--- src/rtl/io_switch_port.sv ---
// Memory-mapped switch/pushbutton input port for the 16-bit MIPS data bus.
// Synchronises and debounces SW0/SW1/PB0, latches a read-cleared press flag.
module io_switch_port #(
  parameter int          DEBOUNCE_CYCLES = 4,
  parameter int          CNT_WIDTH       = 16,
  parameter logic [15:0] PORT_ADDR       = 16'hfff0
) (
  input  logic        clock,
  input  logic        reset,
  input  logic        sw0_raw,
  input  logic        sw1_raw,
  input  logic        pb0_raw,
  input  logic [15:0] addr,
  input  logic        read,
  output logic [15:0] rdata,
  output logic        io_sw0,
  output logic        io_sw1,
  output logic        pb_pressed
);

  localparam logic [15:0] CNT_ADDR = PORT_ADDR + 16'd2;
  localparam logic [CNT_WIDTH-1:0] LIMIT =
    CNT_WIDTH'(DEBOUNCE_CYCLES);
  localparam logic [CNT_WIDTH-1:0] ONE = CNT_WIDTH'(1);

  // bit 0 = SW0, bit 1 = SW1, bit 2 = PB0
  logic [2:0] raw;
  logic [2:0] meta_q, meta_d;
  logic [2:0] sync_q, sync_d;
  logic [2:0] stable_q, stable_d;
  logic [2:0][CNT_WIDTH-1:0] cnt_q, cnt_d;
  logic       pressed_q, pressed_d;
  logic [7:0] count_q, count_d;
  logic       rise;
  logic       clr;

  assign raw = {pb0_raw, sw1_raw, sw0_raw};

  // two-flop synchroniser chain
  always_comb begin
    meta_d = raw;
    sync_d = meta_q;
  end

  // per-input debounce: adopt a new level after DEBOUNCE_CYCLES differing cycles
  always_comb begin
    stable_d = stable_q;
    cnt_d    = cnt_q;
    for (int i = 0; i < 3; i++) begin
      if (sync_q[i] == stable_q[i]) begin
        cnt_d[i] = '0;
      end else if (cnt_q[i] + ONE == LIMIT) begin
        stable_d[i] = sync_q[i];
        cnt_d[i]    = '0;
      end else begin
        cnt_d[i] = cnt_q[i] + ONE;
      end
    end
  end

  // press flag and counter; a press on the same edge as a clearing read wins
  always_comb begin
    rise      = stable_d[2] & ~stable_q[2];
    clr       = read && (addr == PORT_ADDR);
    pressed_d = pressed_q;
    count_d   = count_q;
    if (rise) begin
      pressed_d = 1'b1;
      count_d   = count_q + 8'd1;
    end else if (clr) begin
      pressed_d = 1'b0;
    end
  end

  // state registers, all cleared asynchronously
  always_ff @(posedge clock or negedge reset) begin
    if (!reset) begin
      meta_q    <= '0;
      sync_q    <= '0;
      stable_q  <= '0;
      cnt_q     <= '0;
      pressed_q <= 1'b0;
      count_q   <= '0;
    end else begin
      meta_q    <= meta_d;
      sync_q    <= sync_d;
      stable_q  <= stable_d;
      cnt_q     <= cnt_d;
      pressed_q <= pressed_d;
      count_q   <= count_d;
    end
  end

  // read mux; the port drives zero unless one of its words is selected
  always_comb begin
    rdata = 16'd0;
    if (read) begin
      if (addr == PORT_ADDR)
        rdata = {13'd0, stable_q[1], stable_q[0], pressed_q};
      else if (addr == CNT_ADDR)
        rdata = {8'd0, count_q};
    end
  end

  assign io_sw0     = stable_q[0];
  assign io_sw1     = stable_q[1];
  assign pb_pressed = pressed_q;

endmodule

--- config.mk ---
export PLATFORM = sky130hd
export DESIGN_NAME = io_switch_port
export DESIGN_NICKNAME = d
export VERILOG_FILES = /design/src/rtl/io_switch_port.sv
export SDC_FILE = /design/constraint.sdc
export NUM_CORES = 1
export LEC_CHECK = 0
export BUFFER_PORTS_ARGS = -buffer_cell sky130_fd_sc_hd__buf_2
export CAP_MARGIN = 10
export CORE_UTILIZATION = 42
export CTS_CLUSTER_DIAMETER = 30
export DETAILED_ROUTE_END_ITERATION = 7
export PLACE_DENSITY_LB_ADDON = 0.15
export SYNTH_ARGS = -nofsm -noshare
export SYNTH_HDL_FRONTEND = slang
export SYNTH_SLANG_ARGS = --single-unit
--- constraint.sdc ---
create_clock -name clock -period 4.8 [get_ports clock]
set_input_delay 0.96 -clock clock [delete_from_list [all_inputs] [get_ports clock]]
set_output_delay 0.96 -clock clock [all_outputs]
set_load 0.01 [all_outputs]
==> results of run 1 <==
metal layers:
metal | share of wire, % | vias to the layer above
met5 | 0 | -
met1 | 49 | 1274
met3 | 3.3 | 5
met2 | 47 | 29
li1 | - | 1280
met4 | 1.2 | 0
worst max-delay path, delay by kind of cell:
kind | cells | cell delay (ns)
simple gates | 4 | 1.41
buf+inv | 2 | 0.21
power by group:
group	total (W)	leakage, nW	internal (W)	switching (W)
Clock	0.000476	0.0986	0.000268	0.000209
Sequential	0.000682	0.890	0.000614	0.0000683
Combinational	0.000266	0.739	0.000108	0.000159
Total	0.00142	1.73	0.000989	0.000436
cell type report:
cell class	instances	area (sq um)
repair buffers	34	175
clock buffers	12	155
flip-flops and latches	66	1650
fillers	783	4190
clock inverters	4	50.0
well taps	105	131
multi-input cells	266	1810
inverters	14	52.6
cells by family (layout without fill, tap and decap cells):
kind of cell | Yosys count | count (layout) | synth area share [%]
fa+ha+maj | 4 | 4 | 1.40
other cells | 1 | 8 | 0.105
xor+xnor | 56 | 56 | 13.7
flops | 66 | 66 | 46.1
simple gates | 176 | 176 | 27.9
compound gates | 14 | 14 | 4.30
mux | 8 | 8 | 2.38
buf+inv | 31 | 64 | 4.16
path summary, 6_finish.rpt:
| kind | start | to | slack, ns |
|---|---|---|---|
| worst max-delay path | addr[0] | rdata[7] | 1.25 |
| worst min-delay path | meta_q[1]$_DFF_PN0_ | sync_q[1]$_DFF_PN0_ | 0.36 |
| worst max register to register | cnt_q[32]$_DFF_PN0_ | count_q[1]$_DFFE_PN0P_ | 2.31 |
| worst min register to register | meta_q[1]$_DFF_PN0_ | sync_q[1]$_DFF_PN0_ | 0.36 |
| max in group asynchronous | reset | cnt_q[6]$_DFF_PN0_ | 3.12 |
| min in group asynchronous | reset | cnt_q[45]$_DFF_PN0_ | 0.76 |
per-stage QoR:
stage / total power, W / cell area, sq um
after global routing: 0.00152 / 4020
final: 0.00142 / 4020
after detailed placement: 0.000965 / 3820
after global placement: 0.000961 / 3820
after floorplan: 0.000874 / 3610
after CTS: 0.00145 / 4020
sequential cells by signal (all words and copies together), names as in the netlist:
register	flops
sync_q	3
pb_pressed	1
cnt_q	48
meta_q	3
count_q	8
stable_q	3
placed cells by master (no fill, tap or decap), types with 3 or more instances in the layout:
master	count
dfrtp_1	66
inv_1	14
nor4_1	9
nor3_1	16
nand3_1	23
xor2_1	25
clkbuf_8	11
and4_1	3
nand4_1	11
nand2_1	19
nor4_2	4
and2_1	3
buf_2	32
mux2i_1	4
nor2_1	62
xnor2_1	31
conb_1	8
and3_1	3
or3_1	3
ha_1	4
==> summary.md, run 1 <==
| Metric | Value |
|---|---|
| Worst Setup Path Type | input port to output port |
| Placer congestion estimate | 0.827 |
| Synth Register Bits | 66 |
| Leakage Power | 1.73 nW |
| Share of cells above drive strength 1 | 17.4% |
| Outcome | completed |
| Die H | 94.4 um |
| Final Util | 49.0% |
| Placed insts | around 490 |
| CTS tree | built |
| CP max FO | 7 |
| MaxCap Viol Count | 0 |
| Slew Viols, Final | 0 |
| Register area share after synthesis | about 46% |
| Vias in the first global route | 2,365 |
| Wire length per cell | 13.0 um |
| Ports | 41 |
| Most area-hungry cell type in the Yosys netlist | dfrtp_1 |
| Clk pin slew, worst setup/hold paths | 0.07 ns |
| # H-tree levels | 3 |
| Fmax | around 0.28 GHz |
| Drt drc | 0 |
| Clk buf depth | 2 |
| Top cells by area, synth | dfrtp_1 (46%), xnor2_1 (7.6%), nor2_1 (6.5%), xor2_1 (6.1%), nand3_1 (3.2%) |
| Total global routing overflow | 0 |
| Min setup slack post-route | between 1 and 1.5 ns |
| Hold Path Class | flop to flop |
| Vias | 2,588 |
| Final net count | 417 |
| Final setup TNS | 0 ns |
| Synth warn | 0 |
| Die width | between 90 and 100 um |
| Area of the core | 8220 sq um |
| Pin count of the biggest net entering global routing | 43 |
| Met2 usage | 24.6% |
| Worst vdd ir | 170 uV |
| Pre-CTS setup slack | ~1.2 ns |
| Final Cycle Share | 73.9% |
| Root buf cell | clkbuf_8 |
| Worst slew pin tran | 1.10 ns |
| Area Growth Syn to Fin | 12.3% |
| Final Hold Fails | 0 |
| DRT Pass-1 Iters | 4 |
| Relative slew slack | between 20% and 30% |
| Postcts setup bufs | 0 |
| Post-route insts no fill | between 500 and 600 |
| Starting Density | a little over two fifths |
| Share of the synthesized area in the top cell type | 46.1% |
| Post-route ant nets | 0 |
| Final wirelength | 6.52 mm |
| CP Launch Type | input port |
| DR iter-0 viols | between 60 and 70 |
| DP HPWL | 4.64 mm |
| CP Cell Sequence | buf_2 > or4b_1 > or4_1 > nor2_1 > and2_1 > buf_2 |
| Total global-route track usage | 16.1% |
| Hold buffers post-CTS | 0 |
| GR peak layer | met2 |
| Worst Reg-to-Reg Cells | 7 |
| First-pass GRT wire length | 11.0 mm |
| Antenna violations before repair | 0 |
| CP max-delay cell | or4_1 |
| Clock Skew | 0.0149 ns |
| Unique masters post-synth | 53 |
| CTS Buf Count | 9 |
| Met3 usage | 5.31% |
| Die Area | 8900 sq um |
| CTS Sinks | between 60 and 70 |
| Crit path DAT | 2.59 ns |
| Netlist Area Pre-Place | 3580 sq um |
| Clock Latency Late Sink | 0.34 ns |
| Ys flop type | dfrtp_1 |
| Post-cts repair resize count | 0 |
| Gate Count Post-Synth | 356 |
| Minimum clock period | 3.55 ns |
| Final setup violation count | 0 |
| Required time worst endpoint | 3.84 ns |
| Vias per inst | 5.17 |
| Count leader, synth | dfrtp_1 |
| Delay of the slowest critical-path stage | approximately 0.60 ns |
| Met1 Use GR | 21.3% |
| ANT cells | 0 |
| Row count | 33 |
| Most Frequent Cell on Critical Path | buf_2 |
| EDFF count, synth | 0 |
| IO buf count | 32 |
| Asr flop ratio synth | 100% |
| Pwr dens | approximately 350 nW/um^2 |
| RSZ-0062 raised after global routing | false |
| Crit end category | output port |
| Commonest cells post-synth | dfrtp_1 (66), nor2_1 (62), xnor2_1 (31) |
| Worst hold path depth | 0 |
| Syn avg cell area | around 10 sq um |
| Hold_ws | 0.358 ns |
Note: power is estimated with default switching activity, not from simulation.
==> run 2: changes to the inputs <==
--- a/config.mk
+++ b/config.mk
@@ -5,6 +5,7 @@
 export SDC_FILE = /design/constraint.sdc
 export NUM_CORES = 1
 export LEC_CHECK = 0
+export ABC_AREA = 1
 export BUFFER_PORTS_ARGS = -buffer_cell sky130_fd_sc_hd__buf_2
 export CAP_MARGIN = 10
 export CORE_UTILIZATION = 42
==> constraint.sdc (replaced) <==
create_clock -name clock -period 3.7 [get_ports clock]
set_input_delay 0.74 -clock clock [delete_from_list [all_inputs] [get_ports clock]]
set_output_delay 0.74 -clock clock [all_outputs]
set_load 0.01 [all_outputs]
==> run 2 against run 1 <==
Effect of this change: first-iteration DRC count rose to 2.7 times the previous value; clock skew is 0.0074 ns lower; via count grew 31%; synthesized cell count up 51%; hold slack lost 0.0033 ns; final area grew 6.2%; synthesized area up 6.9%; clock power up 8.6%; clock-buffer cell count shrank 3; power is 20% higher; global-route usage rose by 2.2 points; wire length rose by 24%; critical endpoint is now rdata[2].
==> summary.md, run 2 <==
| Metric | Value |
|---|---|
| Outcome | completed |
| Post-cts repair resize count | 0 (unchanged) |
| Pre-CTS setup slack | 1.03 ns (-0.192 ns) |
| Total global routing overflow | 0 (unchanged) |
| Final setup TNS | 0 ns (unchanged) |
| Most area-hungry cell type in the Yosys netlist | dfrtp_1 |
| Gate Count Post-Synth | 536 (+51%) |
| Die H | 97.5 um (+3.3%) |
| Reg with most FFs | cnt_q |
| Sequential share of power | 49.9% (+2.0 points) |
| Final wirelength | 8.11 mm (+24%) |
| Delay of the slowest critical-path stage | 0.35 ns (-0.25 ns) |
| Final Util | 48.8% (-0.21 points) |
| Minimum clock period | around 2.6 ns |
| CP max FO | 8 (+1) |
| # H-tree levels | 3 (unchanged) |
| Clock Latency Late Sink | 0.34 ns (about the same) |
| Die Area | 9500 sq um (+6.8%) |
| Pin count of the biggest net entering global routing | 28 (-35%) |
| Total global-route track usage | 18.3% (+2.2 points) |
| Worst vdd ir | 279 uV (+64%) |
| Unique masters post-synth | 29 (-45%) |
| Vias | 3,381 (+31%) |
| Crit end category | output port |
| Starting Density | 43.7% (+0.11 points) |
| Logic pwr share | 19.9% (+1.2 points) |
| Root buf cell | clkbuf_8 |
| Relative slew slack | 50.8% (+25 points) |
| Required time worst endpoint | 2.96 ns (-0.88 ns) |
| CP Launch Type | input port |
| Post-route ant nets | 0 (unchanged) |
| Fmax | approximately 0.38 GHz |
| Ports | 41 (unchanged) |
| Hold buffers post-CTS | 0 (unchanged) |
| Clock share of power | 30.2% (-3.2 points) |
| Min setup slack post-route | 1.05 ns (-0.197 ns) |
| Count leader, synth | nand2_1 |
| IO buf count | 32 (unchanged) |
| Row count | 34 (+3.0%) |
| RSZ-0062 raised after global routing | false |
| Postcts setup bufs | 0 (unchanged) |
| Synth warn | 0 (unchanged) |
| Internal power | 0.00114 W (+16%) |
| Synth Register Bits | 66 (unchanged) |
| Hold Path Class | flop to flop |
| Leakage Power | 2.01 nW (+16%) |
| Asr flop ratio synth | 100% (unchanged) |
| Ys flop type | dfrtp_1 |
| DR iter-0 viols | 168 (+170%) |
| Top Registers | cnt_q (48), count_q (8) |
| Final Hold Fails | 0 (unchanged) |
| Bufs and invs on worst path | 2 (unchanged) |
| Final setup violation count | 0 (unchanged) |
| Slew Viols, Final | 0 (unchanged) |
| Delay-heaviest family, CP | simple AND/OR/NAND/NOR gates |
| Area of the core | 8760 sq um (+6.7%) |
| Wire length per cell | 11.7 um (-9.8%) |
| NetSw | 0.000570 W (+31%) |
| Share of cells above drive strength 1 | 12.2% (-5.2 points) |
| Vias per inst | 4.89 (-5.3%) |
| DP HPWL | 6.18 mm (+33%) |
| Crit path DAT | 1.91 ns (-0.68 ns) |
| ANT cells | 0 (unchanged) |
| Max reg flops | 48 (unchanged) |
| CP Cell Sequence | buf_2 > nand4_1 > nor3_1 > nand4_1 > o21ai_0 > buf_2 |
| First-pass GRT wire length | 14.2 mm (+29%) |
| Placer congestion estimate | 0.805 (-2.7%) |
| Most frequent cells in the layout | nand2_1 (148), nor2_1 (101), dfrtp_1 (66) |
| Syn avg cell area | 7.15 sq um (-29%) |
| Worst slew pin tran | 0.733 ns (-0.365 ns) |
| EDFF count, synth | 0 (unchanged) |
| CTS Buf Count | 9 (unchanged) |
| Clock Skew | 0.00749 ns (-0.00738 ns) |
| DRT Pass-1 Iters | 4 (unchanged) |
| Top cells by area, synth | dfrtp_1 (43%), nand2_1 (15%), nor2_1 (9.9%), inv_1 (6.4%), nand3_1 (5.0%) |
| MaxCap Viol Count | 0 (unchanged) |
| CTS tree | built |
| Final Cycle Share | 71.5% |
| Pwr dens | 401 nW/um^2 (+13%) |
| Clk buf depth | 2 (unchanged) |
| Commonest cells post-synth | nand2_1 (148), nor2_1 (101), dfrtp_1 (66) |
| Placed insts | 676 (+39%) |
| Final net count | 605 (+45%) |
| Worst Setup Path Type | input port to output port |
| Sw Ratio | 33.3% (+2.7 points) |
| Die width | 97.5 um (+3.3%) |
| Hold_ws | 0.355 ns (-0.00333 ns) |
| Vias in the first global route | 3,240 (+37%) |
| Area Growth Syn to Fin | 11.6% |
| Register area share after synthesis | 43.1% (-3.0 points) |
| Clk pin slew, worst setup/hold paths | 0.07 ns (about the same) |
| CP max-delay cell | nand4_1 |
| Filler cells | 887 (+13%) |
| Netlist Area Pre-Place | 3830 sq um (+6.9%) |
| Most common cell after layout, fill and taps aside | nand2_1 |
| Post-route insts no fill | 691 (+38%) |
| Drt drc | 0 (unchanged) |
| Share of the synthesized area in the top cell type | 43.1% (-3.0 points) |
| CTS Sinks | 66 (unchanged) |
| Antenna violations before repair | 0 (unchanged) |
run 2: changes by cell type after synthesis, moves of 13 or more:
cell     delta
a21oi_1    +13
nor2_1     +39
nand2_1   +129
inv_1      +51
xnor2_1    -25
nand3_1    +15
run 2: final timing paths:
kind / startpoint / end / slack [ns] / cells past startpoint
hold / removal: meta_q[0]$_DFF_PN0_ / sync_q[0]$_DFF_PN0_ / 0.35 / 0
min in group asynchronous: reset / cnt_q[39]$_DFF_PN0_ / 0.41 / 1
hold reg to reg: meta_q[0]$_DFF_PN0_ / sync_q[0]$_DFF_PN0_ / 0.35 / 0
setup reg to reg: cnt_q[0]$_DFF_PN0_ / cnt_q[1]$_DFF_PN0_ / 1.61 / 12
setup / recovery: addr[14] / rdata[2] / 1.05 / 6
max in group asynchronous: reset / stable_q[0]$_DFFE_PN0P_ / 2.57 / 2
run 2: final cells by class:
| type | instances | area (sq um) | share of cell area (%) |
|---|---|---|---|
| Inverter | 66 | 248 | 5.80 |
| Clock buffer | 9 | 124 | 2.90 |
| Clock inverter | 6 | 35.0 | 0.820 |
| Sequential cell | 66 | 1650 | 38.7 |
| Tap cell | 108 | 135 | 3.16 |
| Timing Repair Buffer | 36 | 194 | 4.54 |
| Multi-Input combinational cell | 400 | 1890 | 44.1 |
run 2: kinds of logic after synthesis:
group           count (synthesis)  share of synthesized area [%]
buf+inv                        77                           8.33
xor+xnor                       21                           4.80
flops                          66                           43.1
other cells                     1                         0.0979
fa+ha+maj                       4                           1.31
simple gates                  342                           38.9
compound gates                 25                           3.43
run 2: power groups by stage:
stage	sequential (W)	combinational (W)	clock, W
2_1_floorplan	0.000860	0.000237	0
3_3_place_gp	0.000867	0.000333	0
3_5_place_dp	0.000869	0.000346	0
4_1_cts	0.000855	0.000349	0.000531
5_1_grt	0.000866	0.000399	0.000555
6_report	0.000854	0.000341	0.000517
run 2: metal layers:
| layer | wire, um | vias up | GRT usage [%] |
|---|---|---|---|
| li1 | - | 1760 | - |
| met1 | 4110 | 1547 | 25.2 |
| met2 | 3640 | 60 | 28.5 |
| met3 | 215 | 14 | 2.73 |
| met4 | 145 | 0 | 8.03 |
| met5 | 0 | - | 0 |
run 2: metrics by stage:
stage          power, W  instance area, sq um
3_3_place_gp    0.00120                  4100
5_1_grt         0.00182                  4270
4_1_cts         0.00173                  4270
2_1_floorplan   0.00110                  3860
6_report        0.00171                  4270
3_5_place_dp    0.00122                  4110
==> run 3: changes to the inputs <==
==> constraint.sdc (replaced) <==
create_clock -name clock -period 2.3 [get_ports clock]
set_input_delay 0.46 -clock clock [delete_from_list [all_inputs] [get_ports clock]]
set_output_delay 0.46 -clock clock [all_outputs]
set_load 0.01 [all_outputs]
==> run 3 against run 2 <==
Effect of this change: critical path depth is the same; register-to-register slack lost 1.3 ns; final area grew 3.2%; first-iteration DRC count grew 12%; largest cell class unchanged.
==> summary.md, run 3 (synthesis gave the netlist of run 2 again) <==
| Metric | Value |
|---|---|
| Die width | 97.5 um (unchanged) |
| Worst Setup Path Type | input port to output port |
| Worst slew pin tran | 0.525 ns (-0.209 ns) |
| Post-route ant nets | 0 (unchanged) |
| Area Growth Syn to Fin | 15.1% |
| Final net count | 606 (+0.17%) |
| DR iter-0 viols | 188 (+12%) |
| CTS tree | built |
| Most common cell after layout, fill and taps aside | nand2_1 |
| Clk buf depth | 2 (unchanged) |
| Worst Reg-to-Reg Cells | 11 (-1) |
| Final Cycle Share | 91.1% |
| Required time worst endpoint | 1.84 ns (-1.12 ns) |
| Vias | 3,399 (+0.53%) |
| Final setup TNS | 0 ns (unchanged) |
| Pin count of the biggest net entering global routing | 67 (+140%) |
| Final wirelength | 8.33 mm (+2.7%) |
| Relative slew slack | 65.0% (+14 points) |
| IO buf count | 32 (unchanged) |
| DP HPWL | 6.12 mm (-0.95%) |
| Max reg flops | 48 (unchanged) |
| Worst vdd ir | 577 uV (+110%) |
| Hold Path Class | input port to async pin |
| CP Cell Sequence | buf_2 > nand4_1 > nor3_1 > nand4_1 > o21ai_0 > buf_2 |
| Reg with most FFs | cnt_q |
| Total global-route track usage | 18.9% (+0.58 points) |
| Die Area | 9500 sq um (unchanged) |
| Total global routing overflow | 0 (unchanged) |
| Final Hold Fails | 0 (unchanged) |
| Die H | 97.5 um (unchanged) |
| Worst path depth | 6 (unchanged) |
| Outcome | completed |
| Final setup violation count | 0 (unchanged) |
| Slew Viols, Final | 0 (unchanged) |
| CP Launch Type | input port |
| Filler cells | 889 (+0.23%) |
| Drt drc | 0 (unchanged) |
| Minimum clock period | ~2.1 ns |
| CP max FO | 8 (unchanged) |
| Clk pin slew, worst setup/hold paths | 0.07 ns (about the same) |
| Delay-heaviest family, CP | simple AND/OR/NAND/NOR gates |
| Share of cells above drive strength 1 | 12.6% (+0.47 points) |
| Vias in the first global route | 3,356 (+3.6%) |
| # H-tree levels | 3 (unchanged) |
| RSZ-0062 raised after global routing | false |
| Ports | 41 (unchanged) |
| Bufs and invs on worst path | 2 (unchanged) |
| Row count | 34 (unchanged) |
| Top Registers | cnt_q (48), count_q (8) |
| Clock Skew | 0.0113 ns (+0.00386 ns) |
| Wire length per cell | 12.0 um (+2.4%) |
| Crit end category | output port |
| Fmax | about 0.48 GHz |
| CTS Sinks | 66 (unchanged) |
| Vias per inst | 4.90 (+0.24%) |
| Pwr dens | 742 nW/um^2 (+85%) |
| DRT Pass-1 Iters | 4 (unchanged) |
| CP max-delay cell | nand4_1 |
| Antenna violations before repair | 0 (unchanged) |
| Delay of the slowest critical-path stage | 0.34 ns (about the same) |
| Most frequent cells in the layout | nand2_1 (148), nor2_1 (100), dfrtp_1 (66) |
| MaxCap Viol Count | 0 (unchanged) |
| First-pass GRT wire length | 14.5 mm (+2.7%) |
| Area of the core | 8760 sq um (unchanged) |
| Root buf cell | clkbuf_8 |
| Placer congestion estimate | 0.873 (+8.5%) |
| Clock Latency Late Sink | 0.35 ns (about the same) |
| Crit path DAT | 1.63 ns (-0.28 ns) |
| Leakage Power | 2.07 nW (+3.3%) |
| CTS Buf Count | 9 (unchanged) |
| ANT cells | 0 (unchanged) |
| Starting Density | 43.7% (unchanged) |
| Hold_ws | 0.117 ns (-0.238 ns) |
## run 3: repair_timing
item                                   in CTS  in global routing
setup endpoints to repair                   0                  3
endpoints found under the hold margin       0                  0
resized for setup                           0                  1
buffers inserted                            0                  0
hold buffers                                0                  0
## run 3: worst paths after layout
kind / from / to / slack, ns
max: addr[14] / rdata[2] / 0.21
min: reset / cnt_q[13]$_DFF_PN0_ / 0.12
max reg2reg: cnt_q[0]$_DFF_PN0_ / cnt_q[2]$_DFF_PN0_ / 0.33
min reg2reg: meta_q[2]$_DFF_PN0_ / sync_q[2]$_DFF_PN0_ / 0.35
max in group asynchronous: reset / count_q[4]$_DFFE_PN0P_ / 1.89
min in group clock: sw0_raw / meta_q[0]$_DFF_PN0_ / 0.21
## run 3: metrics by stage
step           util (%)  area, sq um  std cells  power, W  worst slack [ns]
2_1_floorplan         -         3860        543   0.00176             0.487
3_3_place_gp       47.1         4130        677   0.00195             0.239
3_5_place_dp       47.1         4130        677   0.00197             0.189
4_1_cts            50.3         4410        693   0.00330             0.178
5_1_grt            50.3         4410        693   0.00346            0.0564
6_report           50.3         4410        693   0.00327             0.205
## run 3: area by class of cell
type	instances	area [sq um]	share of cell area [%]
multi-input cells	400	1890	42.8
flip-flops and latches	66	1650	37.5
inverters	66	248	5.62
repair buffers	37	210	4.77
clock buffers	10	138	3.12
clock inverters	6	138	3.12
well taps	108	135	3.07
## run 3: worst reg2reg max path, cell delays in order (launching register included)
cell	delay (ns)
dfrtp_1	0.42
ha_1	0.28
nand2_1	0.13
nor2_2	0.07
or2_2	0.27
and2_1	0.15
nor2_1	0.10
nand2_1	0.05
nor2_1	0.16
nand2_1	0.11
nand2_1	0.07
nor2_1	0.04
## run 3: layer usage
metal / routed length, um / vias to the layer above / part of all wire [%] / GRT usage, %
li1: - / 1759 / - / -
met2: 3970 / 47 / 48 / 30.9
met4: 110 / 0 / 1.3 / 7.58
met1: 3960 / 1582 / 48 / 24.2
met5: 0 / - / 0 / 0
met3: 283 / 11 / 3.4 / 3.96
## run 3: where the power goes
group / switching, W / total (W) / leakage (nW) / internal (W)
registers: 0.000114 / 0.00138 / 0.891 / 0.00127
logic: 0.000362 / 0.000556 / 1.05 / 0.000194
clock network: 0.000471 / 0.00133 / 0.137 / 0.000863
